<file path="src/rtl/pc_unit.sv">
// pc_unit: fetch PC with trap/branch redirect and stall hold; PC_MISALIGN_CHK_EN adds misalign_o
module pc_unit #(
  parameter int XLEN = 32,
  parameter logic [XLEN-1:0] RESET_VEC = '0,
  parameter int INC = 4,
  parameter int ALIGN_BITS = 2
) (
  input  logic            clk,
  input  logic            rst_n,
  input  logic            pc_enable,
  input  logic            trap_valid,
  input  logic [XLEN-1:0] trap_target,
  input  logic            br_valid,
  input  logic [XLEN-1:0] br_target,
  output logic [XLEN-1:0] pc_out,
  output logic [XLEN-1:0] pc_plus_inc,
  output logic            redirect_o,
`ifdef PC_MISALIGN_CHK_EN
  output logic            misalign_o,
`endif
  output logic            pend_o
);
  typedef enum logic {RUN, HOLD} state_t;
  localparam logic [XLEN-1:0] ALIGN_MASK = ~((XLEN'(1) << ALIGN_BITS) - XLEN'(1));
  state_t state, state_nx;
  logic [XLEN-1:0] pend_tgt, tgt, tgt_ld;
  logic pend_trap, br_ok, req, redir;
  always_ff @(posedge clk or negedge rst_n)
    if (!rst_n) state <= RUN;
    else state <= state_nx;
  always_comb state_nx = pc_enable ? RUN : (req ? HOLD : state);
  always_comb begin
    pend_o = state == HOLD;
    pc_plus_inc = pc_out + XLEN'(INC);
  end
  always_comb begin
    br_ok = br_valid && !(state == HOLD && pend_trap);
    req = trap_valid || br_ok;
    tgt = trap_valid ? trap_target : (br_ok ? br_target : pend_tgt);
    redir = pc_enable && (req || state == HOLD);
`ifdef PC_MISALIGN_CHK_EN
    tgt_ld = tgt & ALIGN_MASK;
`else
    tgt_ld = tgt;
`endif
  end
  always_ff @(posedge clk or negedge rst_n)
    if (!rst_n) begin
      pc_out <= RESET_VEC;
      redirect_o <= 1'b0;
      pend_tgt <= '0;
      pend_trap <= 1'b0;
    end else begin
      if (pc_enable) pc_out <= redir ? tgt_ld : pc_plus_inc;
      redirect_o <= redir;
      pend_tgt <= pc_enable ? '0 : (req ? tgt : pend_tgt);
      pend_trap <= pc_enable ? 1'b0 : (req ? trap_valid : pend_trap);
    end
`ifdef PC_MISALIGN_CHK_EN
  always_ff @(posedge clk or negedge rst_n)
    if (!rst_n) misalign_o <= 1'b0;
    else if (redir) misalign_o <= |(tgt & ~ALIGN_MASK);
`endif
endmodule
</file>
<file path="config.mk">
export PLATFORM = sky130hd
export DESIGN_NAME = pc_unit
export DESIGN_NICKNAME = d
export VERILOG_FILES = /design/src/rtl/pc_unit.sv
export SDC_FILE = /design/constraint.sdc
export NUM_CORES = 1
export LEC_CHECK = 0
export ABC_AREA = 1
export BUFFER_PORTS_ARGS = -buffer_cell sky130_fd_sc_hd__buf_2
export CORE_AREA = 8 8 96 98
export DETAILED_ROUTE_END_ITERATION = 7
export DIE_AREA = 0 0 104 106
export GPL_ROUTABILITY_DRIVEN = 0
export PLACE_DENSITY = 0.86
export SYNTH_ARGS = -nofsm -noshare
export SYNTH_HDL_FRONTEND = slang
export SYNTH_SLANG_ARGS = --single-unit
</file>
<file path="constraint.sdc">
create_clock -name clk -period 2.5 [get_ports clk]
set_clock_uncertainty 0.1 [all_clocks]
set_input_delay 0.625 -clock clk [delete_from_list [all_inputs] [get_ports clk]]
set_output_delay 0.625 -clock clk [all_outputs]
set_load 0.1 [all_outputs]
</file>
==> impl_summary.log, run 1 <==
[metrics] Setup TNS Final: -4260 ps
[metrics] first-pass GRT wire length: 24300 um
[metrics] post-synthesis instance area: 0.00413 mm^2
[metrics] max-slew violation total from the final report: 0
[metrics] TritonCTS clock tree: done
[metrics] unrepaired setup endpoints after global routing: yes
[metrics] FF-to-FF path depth: 7
[metrics] floorplan die area: 0.0110 mm^2
[metrics] maximum VDD drop: 0.496 mV
[metrics] fraction of layout instances using a drive strength above 1: 45.4%
[metrics] register bit total from synthesis: 67
[metrics] max capacitance violation total: 0
[metrics] Hold Vio Cnt, Final: 0
[metrics] post-detailed-route via-to-cell ratio: 5.93
[metrics] class of the most critical hold timing path: in -> async
[metrics] Warnings, synthesis: 0
[metrics] worst-case headroom to the max-slew limit: 63.5%
[metrics] clock slew at reported path FFs: 80 ps
[metrics] overall power after layout: 0.00501 W
[metrics] wire length reported by the detailed router: 17000 um
[metrics] sequential-to-total area share from yosys stat: 40.6%
[metrics] effective utilization at floorplan: 52.6%
[metrics] insertion delay to the later sink of the worst-skew pair: 360 ps
[metrics] number of global-route vias before repair: 4715
[metrics] slew at the pin with the worst max-slew slack: 543 ps
[metrics] clock period minus worst slack: 2790 ps
[metrics] number of clock sinks: 67
[metrics] number of buffers inserted by hold repair at cts: 0
[metrics] Synth Instances: 564
[metrics] total number of nets in the final design: 800
[metrics] portion of synthesized cell area occupied by the leading cell type: 40.6%
[metrics] remaining antenna violation count: 0
[metrics] Initial DRT Pass Iterations: 6
[metrics] site row count: 33
[metrics] Crit. End Element: output port
[metrics] antenna violations before repair: 0
[metrics] worst setup slack before clock tree synthesis: 65.3 ps
[metrics] Setup crit start kind: flip-flop
[metrics] most used cells in the layout excluding fill and tap cells: sky130_fd_sc_hd__nand2_1, sky130_fd_sc_hd__buf_2, sky130_fd_sc_hd__dfrtp_1
[metrics] global-route usage over all layers: 27.4%
[metrics] Layout area overhead: 57.8%
[metrics] remaining routing DRC violations: 0
[metrics] summed area of non-filler cells in the final layout: 0.00651 mm^2
[metrics] estimated wirelength of the detail-placed design: 10400 um
[metrics] final setup slack of the worst path: -293 ps
[metrics] critical path data arrival time: 2070 ps
[metrics] power per cell area: 769 mW/mm^2
[metrics] largest fanout on the critical path: 6
[metrics] maximum buffer depth of the clock tree: 2
[metrics] total cell area at the placement stage: 0.00582 mm^2
[metrics] outcome: finished, violations left
[metrics] critical path class: reg -> out
[metrics] DR vias: 4977
[metrics] cell at the root of the clock tree: sky130_fd_sc_hd__clkbuf_8
[metrics] cell types with the largest area share after synthesis: sky130_fd_sc_hd__dfrtp_1, sky130_fd_sc_hd__nand2_1, sky130_fd_sc_hd__nor2_1
[metrics] total of endpoints with negative setup slack in the final report: 26
[metrics] post-synth net total: 634
[metrics] PortBufs: 134
[metrics] Data required, critical path: 1770 ps
[metrics] pin count of the biggest net entering global routing: 68
[metrics] Top Ports: 135
[metrics] clock buffer count from CTS: 9
[metrics] number of distinct library cells after synthesis: 32
[metrics] final hold slack: 175 ps
[metrics] most common cell after layout, fill and taps aside: sky130_fd_sc_hd__nand2_1
[metrics] residual overflow from global routing: 0
[metrics] violated checks: negative setup slack
[metrics] per-instance average area after synthesis: 7.32 um^2
[metrics] Leakage Power: 3.05 nW
[metrics] maximum level of the CTS H-tree: 3
[metrics] fmax: 0.358 GHz
[metrics] largest area contributor in the synthesized netlist: sky130_fd_sc_hd__dfrtp_1
[metrics] placeable core area: 0.00785 mm^2
[metrics] die height: 106 um
[metrics] Die X-Extent: 104 um
[metrics] Antenna Diode Count: 0
[metrics] number of violations reported at the end of detailed-routing iteration 0: 445
[metrics] share of the cycle needed by the critical path after routing: 112%
[metrics] wire length per cell after detailed routing: 20.3 um
## worst max-delay path, cell delays in order (launching register included)
cell and delay, ps:
sky130_fd_sc_hd__dfrtp_2 470, sky130_fd_sc_hd__nand2_1 140, sky130_fd_sc_hd__nor2_2 260, sky130_fd_sc_hd__nand2_1 110, sky130_fd_sc_hd__nor2_2 250, sky130_fd_sc_hd__nand2_2 120
sky130_fd_sc_hd__nand2_4 110, sky130_fd_sc_hd__nand2_8 60, sky130_fd_sc_hd__buf_12 160
## state kept, by name (all words and copies together), names as in the netlist
name	flops
pc_out	32
pend_tgt	32
pend_o	1
pend_trap	1
redirect_o	1
## area by class of cell
type	instances	area [um^2]
clock buffer	10	128
clock inverter	6	66.3
fill	453	1330
inverter	23	95.1
multi-input combinational	446	2860
sequential	67	1740
tap	105	131
timing repair buffer	183	1490
## cell usage after synthesis, drive strengths merged
cell and instances:
o31ai 5, o21ai 10, nand4 2, or2 13, inv 23, a22oi 4
nor2 67, xnor2 7, clkbuf 10, nand3b 6, xor2 9, nand3 35
o211ai 16, a21oi 20, nand2 229, buf 18, ha 1, dfrtp 67
a31oi 7, and2 13, a21boi 2
## repair_timing
action,in CTS,in global routing
buffers inserted,16,18
pin swaps,18,22
resized for setup,28,30
cloned,0,0
endpoints found under the setup margin,25,27
## metrics by stage
| step | cells | util [%] |
|---|---|---|
| finish | 840 | 83.0 |
| global route | 840 | 83.0 |
| detailed placement | 791 | 74.2 |
| CTS | 823 | 79.9 |
| global placement | 791 | 74.2 |
| floorplan | 564 | - |
## final timing paths
check                                           endpoint              startpoint  slack, ps
worst max-delay path                     pc_plus_inc[27]  pc_out[16]$_DFFE_PN0P_       -290
min in group clk                pend_tgt[25]$_DFFE_PN0P_         trap_target[25]        440
worst min-delay path             pend_tgt[6]$_DFFE_PN0P_                   rst_n        170
worst max register to register     pc_out[6]$_DFFE_PN0P_      pend_o$_DFFE_PN0P_        500
max in group asynchronous         pc_out[10]$_DFFE_PN0P_                   rst_n       1800
worst min register to register     pc_out[0]$_DFFE_PN0P_   pc_out[0]$_DFFE_PN0P_        450
## cell families after synthesis
family / after synthesis / synth area share [%]
and+or+nand+nor: 365 / 39.5
xor gates and xnor gates: 16 / 4.31
adders and majority gates: 1 / 0.303
AOI/OAI and AO/OA: 64 / 9.61
buffers and inverters: 51 / 5.67
DFF: 67 / 40.6
## power breakdown
| part | total, W | leakage [nW] | switching (W) | internal, W |
|---|---|---|---|---|
| registers | 0.00140 | 0.820 | 0.000171 | 0.00123 |
| clock network | 0.000935 | 0.100 | 0.000472 | 0.000463 |
| logic | 0.00267 | 2.13 | 0.00194 | 0.000733 |
| total | 0.00501 | 3.05 | 0.00258 | 0.00242 |
## metal layers
| metal | vias up | global-route usage (%) | part of all wire [%] |
|---|---|---|---|
| met5 | - | 0 | 0 |
| met4 | 0 | 12.2 | 5.6 |
| met3 | 108 | 8.17 | 11 |
| met2 | 402 | 45.5 | 48 |
| met1 | 2328 | 32.2 | 35 |
| li1 | 2139 | - | - |
Note: power is estimated with default switching activity, not from simulation.
==> run 2, diff against run 1 <==
==> constraint.sdc (replaced) <==
create_clock -name clk -period 2.5 [get_ports clk]
set_clock_uncertainty 0.1 [all_clocks]
set_input_delay 0.625 -clock clk [delete_from_list [all_inputs] [get_ports clk]]
set_output_delay 0.625 -clock clk [all_outputs]
set_load 0.01 [all_outputs]
==> run 2 against run 1 <==
  * The run still ends with negative setup slack left
  * Worst setup slack improved by 240 ps
  * Sequential power is 3% lower
  * Wire length is 17% lower
  * Total power decreased by 36%
  * Clock power fell by 10%
  * Combinational power fell by 63%
  * Cell area is 16% lower
  * Die area stayed put
  * First-iteration DRC count is 19% lower
  * Non-clock buffer count is 21 lower
  * Global-route usage fell by 3.6 points
==> impl_summary.log, run 2 (synthesized netlist as in run 1, its figures left out) <==
[metrics] Fillers: 604 (was 453)
[metrics] number of violations reported at the end of detailed-routing iteration 0: 362 (was 445)
[metrics] violated checks: negative setup slack (unchanged)
[metrics] Setup crit start kind: flip-flop (unchanged)
[metrics] worst-case headroom to the max-slew limit: 63.2% (was 63.5%)
[metrics] switching share of total power: 35.6% (was 51.6%)
[metrics] Data required, critical path: 1770 ps (about the same)
[metrics] fraction of layout instances using a drive strength above 1: 38.7% (was 45.4%)
[metrics] PortBufs: 134 (unchanged)
[metrics] DR vias: 4541 (was 4977)
[metrics] total cell area at the placement stage: 0.00488 mm^2 (was 0.00582 mm^2)
[metrics] clock slew at reported path FFs: 80 ps (about the same)
[metrics] outcome: finished, violations left (unchanged)
[metrics] estimated wirelength of the detail-placed design: 9560 um (was 10400 um)
[metrics] residual overflow from global routing: 0 (unchanged)
[metrics] maximum single-stage delay on the critical path: 420 ps (was 470 ps)
[metrics] Crit. End Element: output port (unchanged)
[metrics] max-slew violation total from the final report: 0 (unchanged)
[metrics] summed area of non-filler cells in the final layout: 0.00546 mm^2 (was 0.00651 mm^2)
[metrics] Antenna Diode Count: 0 (unchanged)
[metrics] total number of nets in the final design: 779 (was 800)
[metrics] max capacitance violation total: 0 (unchanged)
[metrics] clock buffer count from CTS: 9 (unchanged)
[metrics] Initial DRT Pass Iterations: 7 (was 6)
[metrics] power spent charging and discharging nets: 0.00114 W (was 0.00258 W)
[metrics] number of buffers inserted by hold repair at cts: 0 (unchanged)
[metrics] post-detailed-route via-to-cell ratio: 5.55 (was 5.93)
[metrics] pin count of the biggest net entering global routing: 68 (unchanged)
[metrics] remaining antenna violation count: 0 (unchanged)
[metrics] Die X-Extent: 104 um (unchanged)
[metrics] worst setup slack before clock tree synthesis: 104 ps (was 65.3 ps)
[metrics] floorplan die area: 0.0110 mm^2 (unchanged)
[metrics] wire length reported by the detailed router: 14100 um (was 17000 um)
[metrics] highest-delay cell along the critical path: sky130_fd_sc_hd__dfrtp_1 (was sky130_fd_sc_hd__dfrtp_2)
[metrics] largest fanout on the critical path: 3 (was 6)
[metrics] first-pass GRT wire length: 21400 um (was 24300 um)
[metrics] share of the core filled with cells in the final layout: 69.6% (was 83.0%)
[metrics] clock period minus worst slack: 2560 ps (was 2790 ps)
[metrics] placeable core area: 0.00785 mm^2 (unchanged)
[metrics] Leakage Power: 2.75 nW (was 3.05 nW)
[metrics] share of the cycle needed by the critical path after routing: 102% (was 112%)
[metrics] most common cell after layout, fill and taps aside: sky130_fd_sc_hd__nand2_1 (unchanged)
[metrics] final setup slack of the worst path: -55.7 ps (was -293 ps)
[metrics] chain of cells forming the critical path: ha_4 > nand3_2 > nor2_4 > nand3_4 > nor2_2 > nand2_1 > nand2_2 > buf_2 (was nand2_1 > nor2_2 > nand2_1 > nor2_2 > nand2_2 > nand2_4 > nand2_8 > buf_12)
[metrics] number of clock sinks: 67 (unchanged)
[metrics] largest registers in the final layout: pc_out (32), pend_tgt (32) (unchanged)
[metrics] die height: 106 um (unchanged)
[metrics] global-route usage over all layers: 23.7% (was 27.4%)
[metrics] class of the most critical hold timing path: in -> async (unchanged)
[metrics] most used cells in the layout excluding fill and tap cells: sky130_fd_sc_hd__nand2_1, sky130_fd_sc_hd__buf_2, sky130_fd_sc_hd__dfrtp_1 (unchanged)
[metrics] effective utilization at floorplan: 52.6% (unchanged)
[metrics] Top Ports: 135 (unchanged)
[metrics] share of total power in the clock network: 26.2% (was 18.7%)
[metrics] slew at the pin with the worst max-slew slack: 546 ps (was 543 ps)
[metrics] total of endpoints with negative setup slack in the final report: 10 (was 26)
[metrics] TritonCTS clock tree: done (unchanged)
[metrics] critical path class: reg -> out (unchanged)
[metrics] final hold slack: 194 ps (was 175 ps)
[metrics] unrepaired setup endpoints after global routing: yes (unchanged)
[metrics] site row count: 33 (unchanged)
[metrics] maximum buffer depth of the clock tree: 2 (unchanged)
[metrics] remaining routing DRC violations: 0 (unchanged)
[metrics] antenna violations before repair: 0 (unchanged)
[metrics] insertion delay to the later sink of the worst-skew pair: 340 ps (was 360 ps)
[metrics] maximum VDD drop: 0.338 mV (was 0.496 mV)
[metrics] fmax: 0.391 GHz (was 0.358 GHz)
[metrics] wire length per cell after detailed routing: 17.3 um (was 20.3 um)
[metrics] power per cell area: 587 mW/mm^2 (was 769 mW/mm^2)
[metrics] register share of total power: 42.5% (was 27.9%)
[metrics] Layout area overhead: 32.2% (was 57.8%)
[metrics] critical path data arrival time: 1830 ps (was 2070 ps)
[metrics] Hold Vio Cnt, Final: 0 (unchanged)
[metrics] Setup TNS Final: -232 ps (was -4260 ps)
[metrics] part of the power in combinational logic: 31.3% (was 53.4%)
[metrics] cell at the root of the clock tree: sky130_fd_sc_hd__clkbuf_8 (unchanged)
[metrics] internal power: 0.00206 W (was 0.00242 W)
[metrics] maximum level of the CTS H-tree: 3 (unchanged)
[metrics] number of global-route vias before repair: 4407 (was 4715)
==> run 2: final timing paths <==
| kind | startpoint | end | slack [ps] | cells past startpoint |
|---|---|---|---|---|
| min | rst_n | pend_tgt[6]$_DFFE_PN0P_ | 190 | 2 |
| max in group asynchronous | rst_n | pc_out[9]$_DFFE_PN0P_ | 1800 | 2 |
| max reg2reg | pend_o$_DFFE_PN0P_ | pc_out[15]$_DFFE_PN0P_ | 710 | 8 |
| min reg2reg | pc_out[0]$_DFFE_PN0P_ | pc_out[0]$_DFFE_PN0P_ | 430 | 2 |
| min in group clk | pc_out[0]$_DFFE_PN0P_ | pc_out[0]$_DFFE_PN0P_ | 430 | 2 |
| max | pc_out[2]$_DFFE_PN0P_ | pc_plus_inc[24] | -60 | 8 |
==> run 2: what timing repair did <==
| item | in CTS | in global routing |
|---|---|---|
| buffers inserted | 3 | 17 |
| pin swaps | 3 | 23 |
| endpoints found under the setup margin | 15 | 21 |
| resized for setup | 11 | 64 |
==> run 2: layer usage <==
| metal | routed length (um) | up-vias | GRT usage (%) |
|---|---|---|---|
| li1 | - | 2094 | - |
| met1 | 5700 | 2108 | 29.7 |
| met2 | 6790 | 283 | 39.0 |
| met3 | 1060 | 56 | 4.54 |
| met4 | 588 | 0 | 11.0 |
| met5 | 0 | - | 0 |
==> run 2: metrics by stage <==
stage	total power, W	std cells
after floorplan	0.00182	564
after global placement	0.00217	783
after detailed placement	0.00220	783
after CTS	0.00305	801
after global routing	0.00337	818
final	0.00320	818
==> run 2: area by class of cell <==
class                      count  area (um^2)  area share (%)
inverter                      23         93.8            1.72
timing repair buffer         162          938            17.2
multi-input combinational    446         2420            44.3
tap                          105          131            2.41
sequential                    67         1700            31.1
clock buffer                  13          169            3.10
clock inverter                 2         10.0           0.183
==> run 2: power groups by stage <==
stage | combinational [W] | sequential [W] | clock (W)
2_1_floorplan | 0.000455 | 0.00137 | 0
3_3_place_gp | 0.000826 | 0.00135 | 0
3_5_place_dp | 0.000842 | 0.00135 | 0
4_1_cts | 0.000870 | 0.00133 | 0.000843
5_1_grt | 0.00109 | 0.00137 | 0.000905
6_report | 0.00100 | 0.00136 | 0.000837
==> run 2: worst max-delay path, delay by kind of cell, from the launching register on <==
kind                       cells  cell delay, ps
and+or+nand+nor                6             720
adders and majority gates      1             200
DFF                            1             420
buffers and inverters          1             140
